<file path="config.mk">
export PLATFORM = sky130hd
export DESIGN_NAME = ic_req_arbiter
export DESIGN_NICKNAME = d
export VERILOG_FILES = /design/src/rtl/ic_pkg.sv /design/src/rtl/ic_rr_pick.sv /design/src/rtl/ic_req_arbiter.sv
export SDC_FILE = /design/constraint.sdc
export NUM_CORES = 1
export LEC_CHECK = 0
export ABC_AREA = 1
export BUFFER_PORTS_ARGS = -buffer_cell sky130_fd_sc_hd__clkbuf_2
export CAP_MARGIN = 25
export CORE_AREA = 2 2 108 110
export CTS_BUF_LIST = sky130_fd_sc_hd__clkbuf_2 sky130_fd_sc_hd__clkbuf_4 sky130_fd_sc_hd__clkbuf_8
export CTS_CLUSTER_DIAMETER = 120
export DETAILED_ROUTE_END_ITERATION = 12
export DIE_AREA = 0 0 110 112
export PLACE_DENSITY_LB_ADDON = 0.05
export SYNTH_ARGS = -nofsm -noshare
export SYNTH_HDL_FRONTEND = slang
export SYNTH_SLANG_ARGS = --single-unit
</file>
<file path="constraint.sdc">
create_clock -name g_clk -period 5.49 [get_ports g_clk]
set_input_delay 0 -clock g_clk [delete_from_list [all_inputs] [get_ports g_clk]]
set_output_delay 0 -clock g_clk [all_outputs]
set_load 0.02 [all_outputs]
</file>
<file path="src/rtl/ic_pkg.sv">
// Shared types for the interconnect request arbiter: FSM encoding and master indices.
package ic_pkg;

    typedef enum logic [1:0] {
        IDLE = 2'd0,
        REQ  = 2'd1,
        RSP  = 2'd2
    } ic_state_e;

    localparam logic IC_M_INSTR = 1'b0;
    localparam logic IC_M_DATA  = 1'b1;

endpackage

</file>
<file path="src/rtl/ic_rr_pick.sv">
// 2-way round-robin selector: the sole requester wins, a tie goes to the master that did not win last.
// Latency: combinational. Backpressure: none, pure function of req and last_grant.
module ic_rr_pick (
    input  logic [1:0] req,
    input  logic       last_grant,
    output logic       winner,
    output logic       any
);

    assign any    = |req;
    assign winner = (&req) ? ~last_grant : req[1];

endmodule

</file>
<file path="src/rtl/ic_req_arbiter.sv">
// Two-master (ifetch m0, data m1) round-robin arbiter, one outstanding transaction; IC_ARB_TIMEOUT_EN adds a response watchdog.
// Latency: gnt in the request cycle, request at fabric 1 cycle later, response forwarded combinationally.
// Backpressure: no gnt outside IDLE; registered s_* held stable until s_gnt.
module ic_req_arbiter
    import ic_pkg::*;
#(
    parameter int AW             = 32,
    parameter int DW             = 32,
    parameter int TIMEOUT_CYCLES = 255
) (
    input  logic            g_clk,
    input  logic            g_reset,
    input  logic            m0_req,
    output logic            m0_gnt,
    input  logic [AW-1:0]   m0_addr,
    output logic            m0_rsp_valid,
    output logic            m0_rsp_err,
    output logic [DW-1:0]   m0_rsp_rdata,
    input  logic            m1_req,
    output logic            m1_gnt,
    input  logic [AW-1:0]   m1_addr,
    input  logic            m1_wen,
    input  logic [DW/8-1:0] m1_strb,
    input  logic [DW-1:0]   m1_wdata,
    output logic            m1_rsp_valid,
    output logic            m1_rsp_err,
    output logic [DW-1:0]   m1_rsp_rdata,
    output logic            s_req,
    input  logic            s_gnt,
    output logic [AW-1:0]   s_addr,
    output logic            s_wen,
    output logic [DW/8-1:0] s_strb,
    output logic [DW-1:0]   s_wdata,
    input  logic            s_rsp_valid,
    input  logic            s_rsp_err,
    input  logic [DW-1:0]   s_rsp_rdata
);

    if (TIMEOUT_CYCLES < 1) begin : g_bad_timeout
        $error("TIMEOUT_CYCLES must be at least 1");
    end

    ic_state_e       state_q, state_d;
    logic            owner_q, owner_d;
    logic            last_grant_q, last_grant_d;
    logic [AW-1:0]   addr_q, addr_d;
    logic            wen_q, wen_d;
    logic [DW/8-1:0] strb_q, strb_d;
    logic [DW-1:0]   wdata_q, wdata_d;

    logic            win, any;
    logic            rsp_fire, rsp_to, rsp_vld, rsp_err;
    logic [DW-1:0]   rsp_rdata;

    ic_rr_pick u_pick (
        .req        ({m1_req, m0_req}),
        .last_grant (last_grant_q),
        .winner     (win),
        .any        (any)
    );

    always_comb begin
        state_d      = state_q;
        owner_d      = owner_q;
        last_grant_d = last_grant_q;
        addr_d       = addr_q;
        wen_d        = wen_q;
        strb_d       = strb_q;
        wdata_d      = wdata_q;
        rsp_fire     = 1'b0;
        case (state_q)
            IDLE: begin
                if (any) begin
                    owner_d      = win;
                    last_grant_d = win;
                    state_d      = REQ;
                    if (win == IC_M_DATA) begin
                        addr_d  = m1_addr;
                        wen_d   = m1_wen;
                        strb_d  = m1_strb;
                        wdata_d = m1_wdata;
                    end else begin
                        addr_d  = m0_addr;
                        wen_d   = 1'b0;
                        strb_d  = '0;
                        wdata_d = '0;
                    end
                end
            end
            REQ: begin
                // A response is only meaningful once the fabric has taken the request.
                if (s_gnt) begin
                    if (s_rsp_valid) begin
                        rsp_fire = 1'b1;
                        state_d  = IDLE;
                    end else begin
                        state_d  = RSP;
                    end
                end
            end
            RSP: begin
                if (s_rsp_valid) begin
                    rsp_fire = 1'b1;
                    state_d  = IDLE;
                end
            end
            default: state_d = IDLE;
        endcase
        if (rsp_to) state_d = IDLE;
    end

`ifdef IC_ARB_TIMEOUT_EN
    localparam int TW = $clog2(TIMEOUT_CYCLES + 1);
    logic [TW-1:0] to_cnt_q, to_cnt_d;

    always_comb begin
        to_cnt_d = (state_q == IDLE) ? '0 : to_cnt_q + TW'(1);
        // A real response in the expiry cycle takes priority over the watchdog.
        rsp_to   = (state_q != IDLE) && (to_cnt_q == TW'(TIMEOUT_CYCLES)) && !rsp_fire;
    end

    always_ff @(posedge g_clk or posedge g_reset) begin
        if (g_reset) to_cnt_q <= '0;
        else         to_cnt_q <= to_cnt_d;
    end
`else
    assign rsp_to = 1'b0;
`endif

    always_ff @(posedge g_clk or posedge g_reset) begin
        if (g_reset) begin
            state_q      <= IDLE;
            owner_q      <= IC_M_INSTR;
            last_grant_q <= IC_M_DATA;
            addr_q       <= '0;
            wen_q        <= 1'b0;
            strb_q       <= '0;
            wdata_q      <= '0;
        end else begin
            state_q      <= state_d;
            owner_q      <= owner_d;
            last_grant_q <= last_grant_d;
            addr_q       <= addr_d;
            wen_q        <= wen_d;
            strb_q       <= strb_d;
            wdata_q      <= wdata_d;
        end
    end

    assign m0_gnt = !g_reset && (state_q == IDLE) && any && (win == IC_M_INSTR);
    assign m1_gnt = !g_reset && (state_q == IDLE) && any && (win == IC_M_DATA);

    assign s_req   = (state_q == REQ);
    assign s_addr  = addr_q;
    assign s_wen   = wen_q;
    assign s_strb  = strb_q;
    assign s_wdata = wdata_q;

    assign rsp_vld   = rsp_fire | rsp_to;
    assign rsp_err   = rsp_to | s_rsp_err;
    assign rsp_rdata = rsp_to ? '0 : s_rsp_rdata;

    assign m0_rsp_valid = rsp_vld && (owner_q == IC_M_INSTR);
    assign m0_rsp_err   = m0_rsp_valid && rsp_err;
    assign m0_rsp_rdata = m0_rsp_valid ? rsp_rdata : '0;
    assign m1_rsp_valid = rsp_vld && (owner_q == IC_M_DATA);
    assign m1_rsp_err   = m1_rsp_valid && rsp_err;
    assign m1_rsp_rdata = m1_rsp_valid ? rsp_rdata : '0;

endmodule
</file>
# Word-level counts from Yosys, hierarchy flattened
# Cells that the tools add are included.
[classes]
n_eq_ne = 5
mux = 15
n_bitwise = 3
reduce_logical = 14
[ops]
columns = ["operator", "count"]
rows = [
  ["two-way mux 32 bit", 4],
  ["logical AND 1 bit", 8],
  ["two-way mux 2 bit", 4],
  ["case mux 2 bit (3 select lines)", 1],
  ["two-way mux 1 bit", 4],
  ["two-way mux 4 bit", 1],
  ["!= test 2 bit (second input constant)", 2],
  ["AND reduction 2 bit", 2],
  ["inverter 1 bit", 3],
  ["AND reduction 3 bit", 1],
  ["equality test 2 x 1 -> 1 bit (second input constant)", 1],
  ["equality test 2 bit (second input constant)", 1],
  ["zero test 2 bit", 1],
  ["!= test 2 x 1 -> 1 bit (second input constant)", 1],
  ["case mux 1 bit (2 select lines)", 1],
  ["OR reduction 2 bit", 1],
  ["zero test 1 bit", 1],
]
[word_totals]
reg_bits = 73
input_bits = 140
output_inout_bits = 140
word_cells = 44

# Depth between registers and ports, before layout
[logic_depth]
ltp_word = 5
mapped_depth = 8
ltp_nobuf = 6

# Modules after synthesis
# Synthesis repeated with hierarchy kept, for this count alone.
[unflattened]
cells_unflattened = 517
hier_area_um2 = 3801.1
[modules_own_cells]
columns = ["module", "n_inst", "cells_per_inst", "area_each_um2"]
rows = [
  ["ic_req_arbiter", 1, 514, 3786.1],
  ["ic_rr_pick", 1, 3, 15.0],
]

# Least setup slack after synthesis
# Ideal clock, no wire load.
[synth_timing]
kind = "input port to output port"
from = "input port g_reset"
to = "output port m0_gnt"
arrival_ns = 1.997
setup_slack_ns = 3.493
stages = 2
path_buffers = 0
path_cell_list = "inv_1 -> and3_1"
[synth_via]
elab_chain_len = 4
[synth_rtl]
columns = ["element", "line_no", "rtl"]
rows = [
  ["start: declaration", "ic_req_arbiter.sv:12", "input logic g_reset,"],
  ["zero test 1 bit", "ic_req_arbiter.sv:150", "assign m0_gnt = !g_reset && (state_q == IDLE) && any && (win == IC_M_INSTR);"],
  ["logical AND 1 bit (3 in series)", "ic_req_arbiter.sv:150", ""],
  ["end: declaration", "ic_req_arbiter.sv:14", "output logic m0_gnt,"],
]
# No other way between the ends.

# Final worst setup path
[layout_timing]
from = "register last_grant_q"
to = "register addr_q[12] (netlist: s_addr[12])"
[layout_via]
elab_chain_len = 3
[layout_rtl]
columns = ["element", "line_no", "rtl"]
rows = [
  ["start: declaration", "ic_req_arbiter.sv:45", "logic last_grant_q, last_grant_d;"],
  ["start signal: assignment", "ic_req_arbiter.sv:142", "last_grant_q <= last_grant_d;"],
  ["inverter 1 bit", "ic_rr_pick.sv:11", "assign winner = (&req) ? ~last_grant : req[1];"],
  ["two-way mux 1 bit", "ic_rr_pick.sv:11", ""],
  ["two-way mux 32 bit", "ic_req_arbiter.sv:77", "if (win == IC_M_DATA) begin"],
  ["end signal: assignment", "ic_req_arbiter.sv:143", "addr_q <= addr_d;"],
  ["end: declaration", "ic_req_arbiter.sv:46", "logic [AW-1:0] addr_q, addr_d;"],
]
# No other way between the ends.
# A chain may end at the register's enable or synchronous reset.

==> results by group <==
Place
  • IO Port Bufs: between 200 and 300
  • GP Congestion: 0.812
  • Area after DPL: 5330 µm²
  • Post-detail-place hpwl: ~9700 µm

Critical path
  • Crit path max fanout: 35
  • CP Capture Type: register
  • Worst Path Arrival: about 2800 ps
  • Required time of the critical path: ~5700 ps
  • Startpoint Class: register
  • WS Path Type: register to register

Cells and area
  • Antenna cells: 0
  • Post-route cell area: between 6000 and 7000 µm²
  • Layout cells sized above 1: between 30% and 40%
  • # nets final: between 1000 and 1500
  • Layout area overhead: 69.6%

Timing
  • Hold Vio Cnt, Final: 0
  • Slew Viols, Final: 0
  • Rel. slew slack: between 40% and 50%
  • Final Cycle Share: around 47%
  • Min Tclk post-route: 2580 ps
  • Post-Route Skew: around 14 ps
  • Finish-stage setup viols: 0
  • Hold slack: between 70 and 80 ps
  • Unrepaired setup endpoints after global routing: false
  • Final setup TNS: 0 ps
  • Max Fclk: roughly 390 MHz
  • Worst Tran Pin Value: slightly above 800 ps

Power and ir drop
  • Power per cell area: ~460 nW/µm²
  • Pleak: a little under 4 nW
  • Peak VDD IR: 0.240 mV

Clock tree
  • CTS sink count: 73
  • Cts hold-fix bufs: just over 100
  • CTS tree: built
  • Post-CTS setup repair buffer count: 0
  • CTS root buf: clkbuf_8
  • Worst skew pair latency: between 300 and 400 ps
  • Num CTS Buffers: 9
  • Reg clk slew, reported paths: 80 ps
  • Post-CTS sizing: 0
  • Clock buffer depth: 2
  • H-tree levels: 3

Synth
  • Main area contributors after synthesis: dfrtp_1 47%, nand2_1 21%, inv_1 7.5%, nor2_1 6.6%, nand3b_1 6.2%
  • Yosys warnings: 0
  • Post-synth EDFFs: 0
  • Top cells by count, synth: 218 x nand2_1, 77 x inv_1, 72 x dfrtp_1
  • Seq cells post-synth: 73
  • Synth cell types: 20
  • Synthesized cell area: 3860 µm²
  • Syn nets: between 600 and 700
  • Most area-hungry cell type in the Yosys netlist: dfrtp_1
  • Most common cell in the netlist: nand2_1
  • Syn Area/Cell: about 7 µm²
  • Yosys top cell area share: around 47%
  • Sequential area share after synthesis: between 40 and 50%
  • Synth Instances: about 550
  • Ys flop type: dfrtp_1
  • Share of flip-flops with an asynchronous set or reset: 100%

Floorplanning
  • Die height: about 110 µm
  • Die ar.: between 10000 and 15000 µm²
  • I/O pin count: 280
  • Initial core utilization: 34.6%
  • FP Rows: 39
  • Die X: ~110 µm
  • Core area: ~11000 µm²

Global route
  • Vias in the first global route: 4463
  • Global route overflow: 0
  • Pin count of the biggest net entering global routing: 46
  • M2 GR Usage: roughly 43%
  • Global route hottest layer: met2
  • Met1 global-route usage: roughly a quarter
  • Total track usage: between 20% and 30%
  • Met3 Use GR: around 4.2%
  • Global-route wire length before repair: ~21000 µm
  • Initial antenna violation count: 0

Drt
  • DR pass1 iterations: 4
  • Via count: 4784
  • # DRC: 0
  • Post-route antenna net violation count: 0
  • Routed WL: roughly 14000 µm
  • Average wire per standard cell: 13.3 µm
  • DR iter-0 viols: between 200 and 250
  • Drt via density: 4.50

Flow run
  • Max Cap Viol: 0

Run status
  • Outcome: complete, no violations

Hold path
  • Min-delay worst type: input pin to register
-- critical path, cell delays in order (launching register included) --
cell and delay (ps):
dfstp_2 540, nand2_2 390, nand2_2 690, nand2_1 140, nand3_1 110, dlygate4sd3_1 550
nand2_1 50
-- placed cells by master, fill, tap and decap left out --
master,instances
clkbuf_2,279
and3_1,1
buf_4,5
o21ai_4,1
nand3_1,33
nor2_2,1
o21ai_0,1
inv_6,1
nand2_1,218
nand2_2,2
clkinv_2,1
dlygate4sd3_1,103
dfrtp_1,72
inv_1,76
clkinvlp_4,2
clkbuf_8,11
nand3b_1,32
ha_1,3
dfstp_2,1
nor2_4,1
clkinv_4,1
nor3_1,1
inv_2,1
nor2_1,68
nand4_1,4
-- cell families (layout without fill, tap and decap cells) --
logic type,count (synthesis),count (layout),share of synthesized area (%)
and+or+nand+nor,361,361,40.0
DFF,73,73,47.3
AOI/OAI and AO/OA,2,2,0.356
adders and majority gates,3,3,0.972
buffers and inverters,107,480,11.4
-- sequential cells by signal, indices dropped and copies added (netlist names) --
signal,cells
s_wen,1
last_grant_q,1
owner_q,1
s_wdata,32
s_strb,4
s_addr,32
state_q,2
-- metal layers --
metal  wire length (µm)  share of wire [%]
met1               5160                 37
met5                  0                  0
met2               7600                 54
met3               1020                7.2
met4                365                2.6
-- per-stage QoR --
stage | util (%) | std cells | setup WS (ps) | total power [mW]
final | 58.6 | 1062 | 2910 | 3.00
after global routing | 58.6 | 1062 | 2770 | 3.23
after CTS | 58.6 | 1062 | 2920 | 3.02
after detailed placement | 47.7 | 943 | 3130 | 2.45
after global placement | 47.7 | 943 | 3200 | 2.42
after floorplan | - | 546 | 3490 | 1.93
-- final timing paths --
check,from,endpoint,slack [ps],cells after the start
min in group asynchronous,g_reset,s_addr[2],340,3
hold reg to reg,last_grant_q,last_grant_q,470,2
setup reg to reg,last_grant_q,s_addr[12],2910,6
hold / removal,s_gnt,state_q[0],70,5
setup / recovery,last_grant_q,s_addr[12],2910,6
max in group asynchronous,g_reset,last_grant_q,4110,4
-- cell type report --
cell class | instances | area [µm²]
clock buffer | 11 | 151
inverter | 77 | 289
tap | 143 | 179
sequential | 73 | 1830
fill | 1059 | 4620
timing repair buffer | 387 | 2460
multi-input combinational | 366 | 1600
clock inverter | 5 | 37.5
-- report_power, final --
group          total [mW]  switching [mW]  internal (mW)  leakage (nW)
logic                1.64            1.05          0.592          2.97
registers           0.957           0.149          0.808         0.916
clock network       0.400           0.210          0.190        0.0919
total                3.00            1.40           1.59          3.98
Note: power is estimated with default switching activity, not from simulation.
